## config.mk

```make
export PLATFORM = sky130hd
export DESIGN_NAME = pattern_session_arbiter_flat
export DESIGN_NICKNAME = d
export VERILOG_FILES = /design/src/rtl/pattern_session_arbiter_pkg.sv /design/src/rtl/pattern_session_arbiter_if.sv /design/src/rtl/pattern_window_engine.sv /design/src/rtl/pattern_session_arbiter.sv /design/src/flat_wrapper.sv
export SDC_FILE = /design/constraint.sdc
export NUM_CORES = 1
export LEC_CHECK = 0
export CAP_MARGIN = 15
export CORE_ASPECT_RATIO = 0.8
export CORE_UTILIZATION = 45
export CTS_BUF_LIST = sky130_fd_sc_hd__clkbuf_8
export CTS_CLUSTER_DIAMETER = 200
export CTS_CLUSTER_SIZE = 25
export DETAILED_ROUTE_END_ITERATION = 8
export PLACE_DENSITY_LB_ADDON = 0.2
export SLEW_MARGIN = 20
export SYNTH_ARGS = -nofsm -noshare
export SYNTH_HDL_FRONTEND = slang
export SYNTH_SLANG_ARGS = --single-unit
```

## constraint.sdc

```tcl
create_clock -name clk -period 1.9 [get_ports clk]
set_input_delay 0.19 -clock clk [delete_from_list [all_inputs] [get_ports clk]]
set_output_delay 0.19 -clock clk [all_outputs]
set_load 0.01 [all_outputs]
```

## src/rtl/pattern_session_arbiter_pkg.sv

```systemverilog
// Shared definitions for the pattern session arbiter.
// Holds the FSM state encoding, the START/MARK nibbles, the result and
// channel-index widths, and a one-hot helper used to drive the grant vector.
package pattern_session_arbiter_pkg;

    typedef enum logic [2:0] {
        ST_IDLE,
        ST_GRANT,
        ST_ARMED,
        ST_COUNT,
        ST_DONE
    } state_t;

    localparam logic [3:0]  START_PAT = 4'b1001;
    localparam logic [3:0]  MARK_PAT  = 4'b0110;
    localparam int unsigned RES_W     = 7;
    localparam int unsigned ID_W      = 2;
    localparam int unsigned NUM_CH    = 4;

    function automatic logic [NUM_CH-1:0] onehot(input logic [ID_W-1:0] idx);
        return NUM_CH'(1) << idx;
    endfunction

endpackage

```

## src/rtl/pattern_session_arbiter_if.sv

```systemverilog
// Request/grant/result bundle of the pattern session arbiter.
//   req     : per-requester session request (level)
//   bit_in  : per-requester serial data, one bit per clk
//   gnt     : one-hot grant, zero when idle
//   busy    : arbiter is not idle
//   done    : single-cycle session completion pulse
//   done_id : channel that completed (held after done)
//   result  : marker count of the completed session (held after done)
//   timeout : pulse with done when the session ran out of cycles
// master = requester side, slave = arbiter side.
interface pattern_session_arbiter_if;
    import pattern_session_arbiter_pkg::*;

    logic [NUM_CH-1:0] req;
    logic [NUM_CH-1:0] bit_in;
    logic [NUM_CH-1:0] gnt;
    logic              busy;
    logic              done;
    logic [ID_W-1:0]   done_id;
    logic [RES_W-1:0]  result;
    logic              timeout;

    modport master (
        output req, bit_in,
        input  gnt, busy, done, done_id, result, timeout
    );

    modport slave (
        input  req, bit_in,
        output gnt, busy, done, done_id, result, timeout
    );

endinterface

```

## src/rtl/pattern_window_engine.sv

```systemverilog
// Serial pattern window for the granted channel.
// Keeps the last three received bits; the detection window is those three
// bits plus the bit arriving this cycle, so a pattern is recognised in the
// cycle its last bit is presented.
//   clk, reset : clock, async active-low reset
//   clear      : wipe history and marker count (session start)
//   armed      : waiting for START; a hit restarts the history
//   counting   : counting MARKs until the closing START
//   bit_in     : serial bit of the granted channel
//   start_hit  : window equals START this cycle
//   mark_cnt   : saturating marker count of the session
module pattern_window_engine
    import pattern_session_arbiter_pkg::*;
(
    input  logic             clk,
    input  logic             reset,
    input  logic             clear,
    input  logic             armed,
    input  logic             counting,
    input  logic             bit_in,
    output logic             start_hit,
    output logic [RES_W-1:0] mark_cnt
);

    logic [2:0] sh_q;
    logic [3:0] window;
    logic       mark_hit;

    assign window    = {sh_q, bit_in};
    assign start_hit = (window == START_PAT);
    assign mark_hit  = (window == MARK_PAT);

    // NOTE: state updates use <= so every register samples pre-edge values.
    always_ff @(posedge clk or negedge reset) begin
        if (!reset) begin
            sh_q     <= '0;
            mark_cnt <= '0;
        end else if (clear) begin
            sh_q     <= '0;
            mark_cnt <= '0;
        end else if (armed || counting) begin
            // The opening START must not lend bits to the first MARK.
            sh_q <= (armed && start_hit) ? 3'b000 : window[2:0];
            if (counting && mark_hit && !start_hit && mark_cnt != '1) begin
                mark_cnt <= mark_cnt + RES_W'(1);
            end
        end
    end

endmodule

```

## src/rtl/pattern_session_arbiter.sv

```systemverilog
// Round-robin session arbiter with serial pattern counting.
// One requester at a time is granted a session: it sends START, then any
// number of MARKs, then START again; the number of MARKs is reported with
// a one-cycle done pulse. Sessions end early on timeout, and are dropped
// without a result if the granted requester withdraws its request.
//   clk   : rising-edge clock
//   reset : asynchronous active-low reset
//   bus   : slave side of pattern_session_arbiter_if (req/bit_in in;
//           gnt/busy/done/done_id/result/timeout out)
module pattern_session_arbiter
    import pattern_session_arbiter_pkg::*;
#(
    parameter int unsigned TIMEOUT = 255,
    parameter int unsigned N_CH    = 4
) (
    input  logic                        clk,
    input  logic                        reset,
    pattern_session_arbiter_if.slave    bus
);

    state_t           state_q, state_d;
    logic [ID_W-1:0]  sel_q, last_q, pick;
    logic [ID_W-1:0]  done_id_q;
    logic [RES_W-1:0] result_q, mark_cnt;
    logic [15:0]      cyc_q;
    logic             to_q, to_d;
    logic             req_sel, bit_sel, start_hit, cyc_hit, in_window, abort;

    assign req_sel   = bus.req[sel_q];
    assign bit_sel   = bus.bit_in[sel_q];
    assign in_window = (state_q == ST_ARMED) || (state_q == ST_COUNT);
    assign cyc_hit   = (cyc_q + 16'd1) == 16'(TIMEOUT);
    assign abort     = (state_q == ST_GRANT || in_window) && !req_sel;

    // Round-robin: walk from the farthest candidate to the nearest so the
    // first requester after last_q is the one left in pick.
    always_comb begin
        pick = last_q;
        for (int k = int'(N_CH); k >= 1; k--) begin
            if (bus.req[last_q + ID_W'(k)]) pick = last_q + ID_W'(k);
        end
    end

    // NOTE: defaults first, so no path through the case leaves a latch.
    always_comb begin
        state_d = state_q;
        to_d    = 1'b0;
        unique case (state_q)
            ST_IDLE:  if (|bus.req) state_d = ST_GRANT;
            ST_GRANT: state_d = req_sel ? ST_ARMED : ST_IDLE;
            ST_ARMED: begin
                if (!req_sel) begin
                    state_d = ST_IDLE;
                end else if (cyc_hit) begin
                    state_d = ST_DONE;
                    to_d    = 1'b1;
                end else if (start_hit) begin
                    state_d = ST_COUNT;
                end
            end
            ST_COUNT: begin
                // A closing START in the last allowed cycle is a clean end.
                if (!req_sel) begin
                    state_d = ST_IDLE;
                end else if (start_hit) begin
                    state_d = ST_DONE;
                end else if (cyc_hit) begin
                    state_d = ST_DONE;
                    to_d    = 1'b1;
                end
            end
            ST_DONE:  state_d = ST_IDLE;
            default:  state_d = ST_IDLE;
        endcase
    end

    always_ff @(posedge clk or negedge reset) begin
        if (!reset) begin
            state_q   <= ST_IDLE;
            sel_q     <= '0;
            last_q    <= ID_W'(NUM_CH - 1);
            cyc_q     <= '0;
            to_q      <= 1'b0;
            result_q  <= '0;
            done_id_q <= '0;
        end else begin
            state_q <= state_d;
            to_q    <= to_d;
            if (state_q == ST_IDLE) sel_q <= pick;
            if (state_q == ST_GRANT) cyc_q <= '0;
            else if (in_window)      cyc_q <= cyc_q + 16'd1;
            if (state_q == ST_DONE) begin
                result_q  <= mark_cnt;
                done_id_q <= sel_q;
            end
            if (state_q == ST_DONE || abort) last_q <= sel_q;
        end
    end

    pattern_window_engine u_window (
        .clk       (clk),
        .reset     (reset),
        .clear     (state_q == ST_GRANT),
        .armed     (state_q == ST_ARMED),
        .counting  (state_q == ST_COUNT),
        .bit_in    (bit_sel),
        .start_hit (start_hit),
        .mark_cnt  (mark_cnt)
    );

    // Live values during DONE, registered copies held afterwards.
    assign bus.gnt     = (state_q == ST_IDLE) ? '0 : onehot(sel_q);
    assign bus.busy    = (state_q != ST_IDLE);
    assign bus.done    = (state_q == ST_DONE);
    assign bus.done_id = bus.done ? sel_q : done_id_q;
    assign bus.result  = bus.done ? mark_cnt : result_q;
    assign bus.timeout = to_q;

endmodule

```

## src/flat_wrapper.sv

```systemverilog
// flat-port wrapper written by rule: the top's interface ports become plain ports
module pattern_session_arbiter_flat import pattern_session_arbiter_pkg::*;
#(
    parameter int unsigned TIMEOUT = 255,
    parameter int unsigned N_CH    = 4
)
  (clk, reset, bus_req, bus_bit_in, bus_gnt, bus_busy, bus_done, bus_done_id, bus_result, bus_timeout);
  pattern_session_arbiter_if bus_i ();
  input  logic clk;
  input  logic reset;
  input wire logic [$bits(bus_i.req)-1:0] bus_req;
  input wire logic [$bits(bus_i.bit_in)-1:0] bus_bit_in;
  output wire logic [$bits(bus_i.gnt)-1:0] bus_gnt;
  output wire logic [$bits(bus_i.busy)-1:0] bus_busy;
  output wire logic [$bits(bus_i.done)-1:0] bus_done;
  output wire logic [$bits(bus_i.done_id)-1:0] bus_done_id;
  output wire logic [$bits(bus_i.result)-1:0] bus_result;
  output wire logic [$bits(bus_i.timeout)-1:0] bus_timeout;
  assign bus_i.req = bus_req;
  assign bus_i.bit_in = bus_bit_in;
  assign bus_gnt = bus_i.gnt;
  assign bus_busy = bus_i.busy;
  assign bus_done = bus_i.done;
  assign bus_done_id = bus_i.done_id;
  assign bus_result = bus_i.result;
  assign bus_timeout = bus_i.timeout;
  pattern_session_arbiter #(.TIMEOUT(TIMEOUT), .N_CH(N_CH)) u_core (.clk(clk), .reset(reset), .bus(bus_i));
endmodule
```

---- Word level (Yosys, flattened, before mapping) ----
Cells that the tools add are included.
word-level totals
  register bits ........................... 43
  output and inout port bits .............. 16
cells by class
  add/sub/neg operators ................... 5
  magnitude comparators ................... 4
  equal/unequal tests ..................... 11
  shift-type cells ........................ 1
  muxes and demuxes ....................... 38
  reductions and logical operators ........ 17
operators with widths
  cell                     number
  $mux W16                 2
  $mux W3                  10
  $mux W7                  4
  $add A16 B1 Y16 const B  1
  $eq A16 B8 Y1 const B    1
  $lt A2 B3 Y1 const B     4
  $pmux W3 S4              1
  $bmux W1 S2              5
  $mux W2                  5
  $mux W1                  9
  $ne A4 B4 Y1 const B     2
  $add A7 B1 Y7 const B    1
  $ne A7 B7 Y1 const B     1
  $eq A3 B2 Y1 const B     2
  $logic_and A1 B1 Y1      5
  $add A2 B2 Y2 const B    2
  $eq A4 B3 Y1 const B     1
  $eq A4 B4 Y1 const B     1
  $mux W4                  1
  $reduce_bool A2 Y1       2
  $reduce_or A4 Y1         1
  $shl A1 B2 Y4 const A    1
  $eq A3 B1 Y1 const B     1
  $eq A3 B3 Y1 const B     1
  other kinds (9)          12

---- Logic depth before layout (Yosys ltp) ----
  word-level depth ........................ 9
  mapped depth ............................ 7

---- By module ----
Synthesis repeated with hierarchy kept, for this count alone.
second synthesis, totals
  cell total of the unflattened synthesis .. 279
  area total of the unflattened synthesis .. 2,524.9 µm²
by module, submodules not included
  module                   times used  cells each  area an instance (µm²)
  pattern_session_arbiter  1           230         2,020.7
  pattern_window_engine    1           49          504.2

---- Worst setup path after synthesis ----
No wires, ideal clock.
  kind .................................... register to register
  start point ............................. register u_core.cyc_q[0]
  end point ............................... register u_core.state_q[0]
  arrival ................................. 1.861 ns
  data required time ...................... 1.775 ns
  setup slack ............................. -0.086 ns
  cell stages (with the launch flop) ...... 7
  clock period less this slack ............ 1.986 ns
  path through ............................ dfrtp_1 ha_1 nand3_1 nor4_4 mux2i_1 and4_4 mux2_4
on the way
  word-level cells in the longest chain between the ends .. 5
RTL lines
  what                    RTL line                       text
  from (decl)             pattern_session_arbiter.sv:25  logic [15:0] cyc_q;
  from (signal assigned)  pattern_session_arbiter.sv:91  else if (in_window) cyc_q <= cyc_q + 16'd1;
  $add A16 B1 Y16 *       pattern_session_arbiter.sv:32  assign cyc_hit = (cyc_q + 16'd1) == 16'(TIMEOUT);
  $eq A16 B8 Y1 *         pattern_session_arbiter.sv:32
  $mux W3                 pattern_session_arbiter.sv:54  end else if (cyc_hit) begin
  $mux W3                 pattern_session_arbiter.sv:52  if (!req_sel) begin
  $pmux W3 S4             pattern_session_arbiter.sv:48  unique case (state_q)
  to (signal assigned)    pattern_session_arbiter.sv:87  state_q <= state_d;
  to (decl)               pattern_session_arbiter.sv:21  state_t state_q, state_d;
Every way passes the cells marked *; elsewhere a longest branch is shown, timed or not.
A chain may end at the register's enable or synchronous reset.

---- Final worst setup path ----
  start point ............................. register u_core.cyc_q[1]
  end point ............................... register u_core.state_q[0]
Same word-level chain as after synthesis.

==> impl_summary.log <==
INFO  metric postSynthAreaPerCell = approximately 9.4 um^2
INFO  metric totalWireLength = around 6 mm
INFO  metric ioPinCount = 26
INFO  metric max_slew.worst_pin.slew = between 0.5 and 0.6 ns
INFO  metric clock_tree.root_cell = sky130_fd_sc_hd__clkbuf_8
INFO  metric portBuffers = 25
INFO  metric netlist_instances = 258
INFO  metric report.power.total = approximately 3.6 mW
INFO  metric die_y = between 60 and 70 um
INFO  metric cts_max_level = 2
INFO  metric dp.cells = ~370
INFO  metric routedWlPerCell = around 15 um
INFO  metric place_ws = -0.153 ns
INFO  metric global_route_wire_length_before_repair = just under 10 mm
INFO  metric number_of_antenna_violations_at_the_first_check_in_global_routing = 0
INFO  metric placementRows = 23
INFO  metric cp_data_required_time = ~2.1 ns
INFO  metric synth-seq-area-share = between 40% and 50%
INFO  metric critPathMaxStageDelay = around 0.46 ns
INFO  metric violations = DRC
INFO  metric postLayoutCellArea = ~3400 um^2
INFO  metric drc_errors = 4
INFO  metric endpoint_kind = flop
INFO  metric insertedDiodeCount = 0
INFO  metric max_slew_margin = between 60% and 70%
INFO  metric postLayoutSetupSlackWorst = between 0.008 and 0.009 ns
INFO  metric cts.path.max_buffers = 2
INFO  metric synthDominantCellAreaShare = about 42%
INFO  metric post_layout_nonfiller_instances = slightly below 400
INFO  metric final_cycle_utilization_of_the_critical_path = between 90% and 100%
INFO  metric holdCritPathClass = in2async
INFO  metric synth_enable_flop_cells = 0
INFO  metric synth_area_leader_cell = sky130_fd_sc_hd__dfrtp_1
INFO  metric postPlaceCellArea = between 3000 and 4000 um^2
INFO  metric finalSetupViolations = 0
INFO  metric critPathKind = reg2reg
INFO  metric yosys-top-cells-area = sky130_fd_sc_hd__dfrtp_1, sky130_fd_sc_hd__o21ai_0, sky130_fd_sc_hd__mux2_2
INFO  metric postSynthNetCount = 271
INFO  metric area_growth_syn_to_layout = 38.6%
INFO  metric final_hold_fails = 0
INFO  metric mappedNetlistArea = between 2000 and 2500 um^2
INFO  metric effective_utilization_at_floorplan = a little under half
INFO  metric count_of_max_cap_constraint_violations = 0
INFO  metric crit_chain = ha_4, and3_1, a211oi_2, a41o_1, and4_4, mux2_4
INFO  metric worstSetupStartpointType = flop
INFO  metric grt_max_degree = 38
INFO  metric gr-usage-all-layers = 22.1%
INFO  metric clk_pin_slew = approximately 0.09 ns
INFO  metric synthFlopType = sky130_fd_sc_hd__dfrtp_1
INFO  metric clock-sinks = 43
INFO  metric numCtsBuffers = 5
INFO  metric drt_pre_antenna_iters = 6
INFO  metric fin_worst_skew = ~0.010 ns
INFO  metric irDropWorstVdd = approximately 0.45 mV
INFO  metric final_period_minus_worst_setup_slack = 1.89 ns
INFO  metric final_core_area_utilization = 66.3%
INFO  metric place.detailed.hpwl = ~4.0 mm
INFO  metric die_area = roughly 5700 um^2
INFO  metric cts_tree = yes
INFO  metric synth_warnings = 0
INFO  metric remaining_overflow_grt = 0
INFO  metric first_global_vias = roughly 2100
INFO  metric worst_path_max_delay_cell = sky130_fd_sc_hd__dfrtp_2
INFO  metric run_status = complete, but fails checks
INFO  metric achievable-frequency = between 0.5 and 0.6 GHz
INFO  metric rsz0062_at_grt = true
INFO  metric post_synth_num_cell_types = 50
INFO  metric via_density_per_instance = between 5 and 6
INFO  metric final_antenna_net_count = 0
INFO  metric synth.ff_latch_count = 43
INFO  metric total_leakage_power = between 1.5 and 2 nW
INFO  metric placeableCoreArea = between 5000 and 6000 um^2
INFO  metric detail_route.iter0.violations = between 150 and 200
INFO  metric vias = around 2200
INFO  metric layout.nets = about 350
INFO  metric final_max_slew_viols = 0
INFO  metric synthArstFlopShare = 100%
INFO  metric layout_cells_sized_above_1 = a little over a third
INFO  metric insertion_delay = ~0.32 ns
INFO  metric fp.dieW = 84.2 um
INFO  metric final_weighted_congestion_in_routability_driven_placement = 0.829
INFO  metric power_density = approximately 1100 nW/um^2
INFO  metric critPathArrivalTime = approximately 2.1 ns
INFO  metric crit_path_max_fanout = 5
-- worst max-delay path, delay by kind of cell (launching register included) --
family                     cells  cell delay (ns)
adders and majority gates      1             0.19
muxes                          1             0.30
and+or+nand+nor                2             0.46
AOI/OAI and AO/OA              2             0.37
DFF                            1             0.46
-- worst paths after layout --
kind | from | slack (ns) | endpoint | depth (start not counted)
worst max-delay path | u_core.cyc_q[1]$_DFFE_PN0P_ | 0.008 | u_core.state_q[0]$_DFFE_PN0P_ | 6
worst min-delay path | reset | 0.22 | u_core.cyc_q[1]$_DFFE_PN0P_ | 2
worst max register to register | u_core.cyc_q[1]$_DFFE_PN0P_ | 0.008 | u_core.state_q[0]$_DFFE_PN0P_ | 6
worst min register to register | u_core.done_id_q[0]$_DFF_PN0_ | 0.51 | u_core.done_id_q[0]$_DFF_PN0_ | 1
max in group asynchronous | reset | 0.95 | u_core.cyc_q[0]$_DFFE_PN0P_ | 3
min in group clk | u_core.done_id_q[0]$_DFF_PN0_ | 0.51 | u_core.done_id_q[0]$_DFF_PN0_ | 1
-- registers in the layout, summed over array words and instances (netlist names) --
name                      count
u_core.u_window.mark_cnt      7
u_core.state_q                3
u_core.done_id_q              2
u_core.last_q                 2
u_core.u_window.sh_q          3
u_core.sel_q                  2
u_core.cyc_q                 16
u_core.result_q               7
u_core.bus.timeout            1
-- repair_timing --
item | in CTS | in global routing
buffers inserted | 4 | 8
pin swaps | 3 | 8
gates cloned | 0 | 1
hold buffers | 1 | 0
resized for setup | 54 | 35
endpoints found under the setup margin | 17 | 19
hold endpoints to repair | 6 | 0
-- metal layers --
| metal | routed length, um | vias up | GRT usage (%) | share of wire, % |
|---|---|---|---|---|
| met4 | 85 | 0 | 9.27 | 1.4 |
| met1 | 3060 | 1072 | 32.0 | 51 |
| met3 | 270 | 7 | 4.28 | 4.5 |
| li1 | - | 1070 | - | - |
| met2 | 2560 | 48 | 32.5 | 43 |
| met5 | 0 | - | 0 | 0 |
-- metrics by stage --
step           TNS (ns)  hold WS (ns)
2_1_floorplan         0        -0.106
3_3_place_gp     -0.132        0.0269
3_5_place_dp     -0.202        0.0278
4_1_cts               0         0.225
5_1_grt         -0.0637         0.242
6_report              0         0.225
-- synth_stat cells (5+ instances only) --
cell / instances
sky130_fd_sc_hd__dfrtp_1: 41
sky130_fd_sc_hd__nand2_1: 31
sky130_fd_sc_hd__o21ai_0: 26
sky130_fd_sc_hd__nor2_1: 18
sky130_fd_sc_hd__a21oi_1: 14
sky130_fd_sc_hd__nand3_1: 12
sky130_fd_sc_hd__mux2_2: 11
sky130_fd_sc_hd__clkbuf_1: 10
sky130_fd_sc_hd__nor3_1: 9
sky130_fd_sc_hd__and3_1: 7
sky130_fd_sc_hd__inv_1: 7
sky130_fd_sc_hd__xnor2_1: 5
sky130_fd_sc_hd__xor2_1: 5
-- cell usage in the layout, fill, tap and decap left out, types with 3 or more instances in the layout --
master	netlist	final
sky130_fd_sc_hd__buf_4	0	49
sky130_fd_sc_hd__dfrtp_1	41	35
sky130_fd_sc_hd__nand2_1	31	31
sky130_fd_sc_hd__o21ai_0	26	26
sky130_fd_sc_hd__nor2_1	18	16
sky130_fd_sc_hd__a21oi_1	14	13
sky130_fd_sc_hd__buf_6	1	11
sky130_fd_sc_hd__mux2_4	1	10
sky130_fd_sc_hd__nand3_1	12	9
sky130_fd_sc_hd__clkdlybuf4s50_1	0	9
sky130_fd_sc_hd__inv_1	7	7
sky130_fd_sc_hd__nor3_1	9	7
sky130_fd_sc_hd__dfrtp_2	0	6
sky130_fd_sc_hd__and3_1	7	5
sky130_fd_sc_hd__xnor2_1	5	5
sky130_fd_sc_hd__xor2_1	5	5
sky130_fd_sc_hd__clkbuf_8	0	5
sky130_fd_sc_hd__nand4_1	4	4
sky130_fd_sc_hd__nand3_2	1	3
sky130_fd_sc_hd__nor4_1	4	3
sky130_fd_sc_hd__nand2b_1	3	3
sky130_fd_sc_hd__a31oi_1	3	3
sky130_fd_sc_hd__a22o_1	3	3
sky130_fd_sc_hd__dlygate4sd2_1	0	3
-- cell type report --
| type | count | area (um^2) |
|---|---|---|
| clock buffers | 5 | 68.8 |
| clock inverters | 3 | 23.8 |
| fillers | 392 | 1720 |
| inverters | 7 | 26.3 |
| multi-input cells | 195 | 1390 |
| flip-flops and latches | 43 | 1090 |
| well taps | 62 | 77.6 |
| repair buffers | 80 | 701 |
-- where the power goes --
group / internal, mW / switching [mW]
clock network: 0.263 / 0.361
logic: 0.850 / 0.913
registers: 1.08 / 0.169
total: 2.19 / 1.44
-- logic make-up (layout without fill, tap and decap cells) --
logic type / after synthesis / in the layout / share of synthesized area [%]
AND/OR/NAND/NOR: 102 / 102 / 22.1
multiplexers: 18 / 18 / 9.25
XOR/XNOR: 10 / 10 / 3.60
AO/OA/AOI/OAI: 62 / 62 / 15.7
adder cells (fa/ha/maj): 3 / 3 / 1.54
buffers and inverters: 20 / 95 / 3.49
flip-flops: 43 / 43 / 44.3
(Power assumes the default switching activity.)
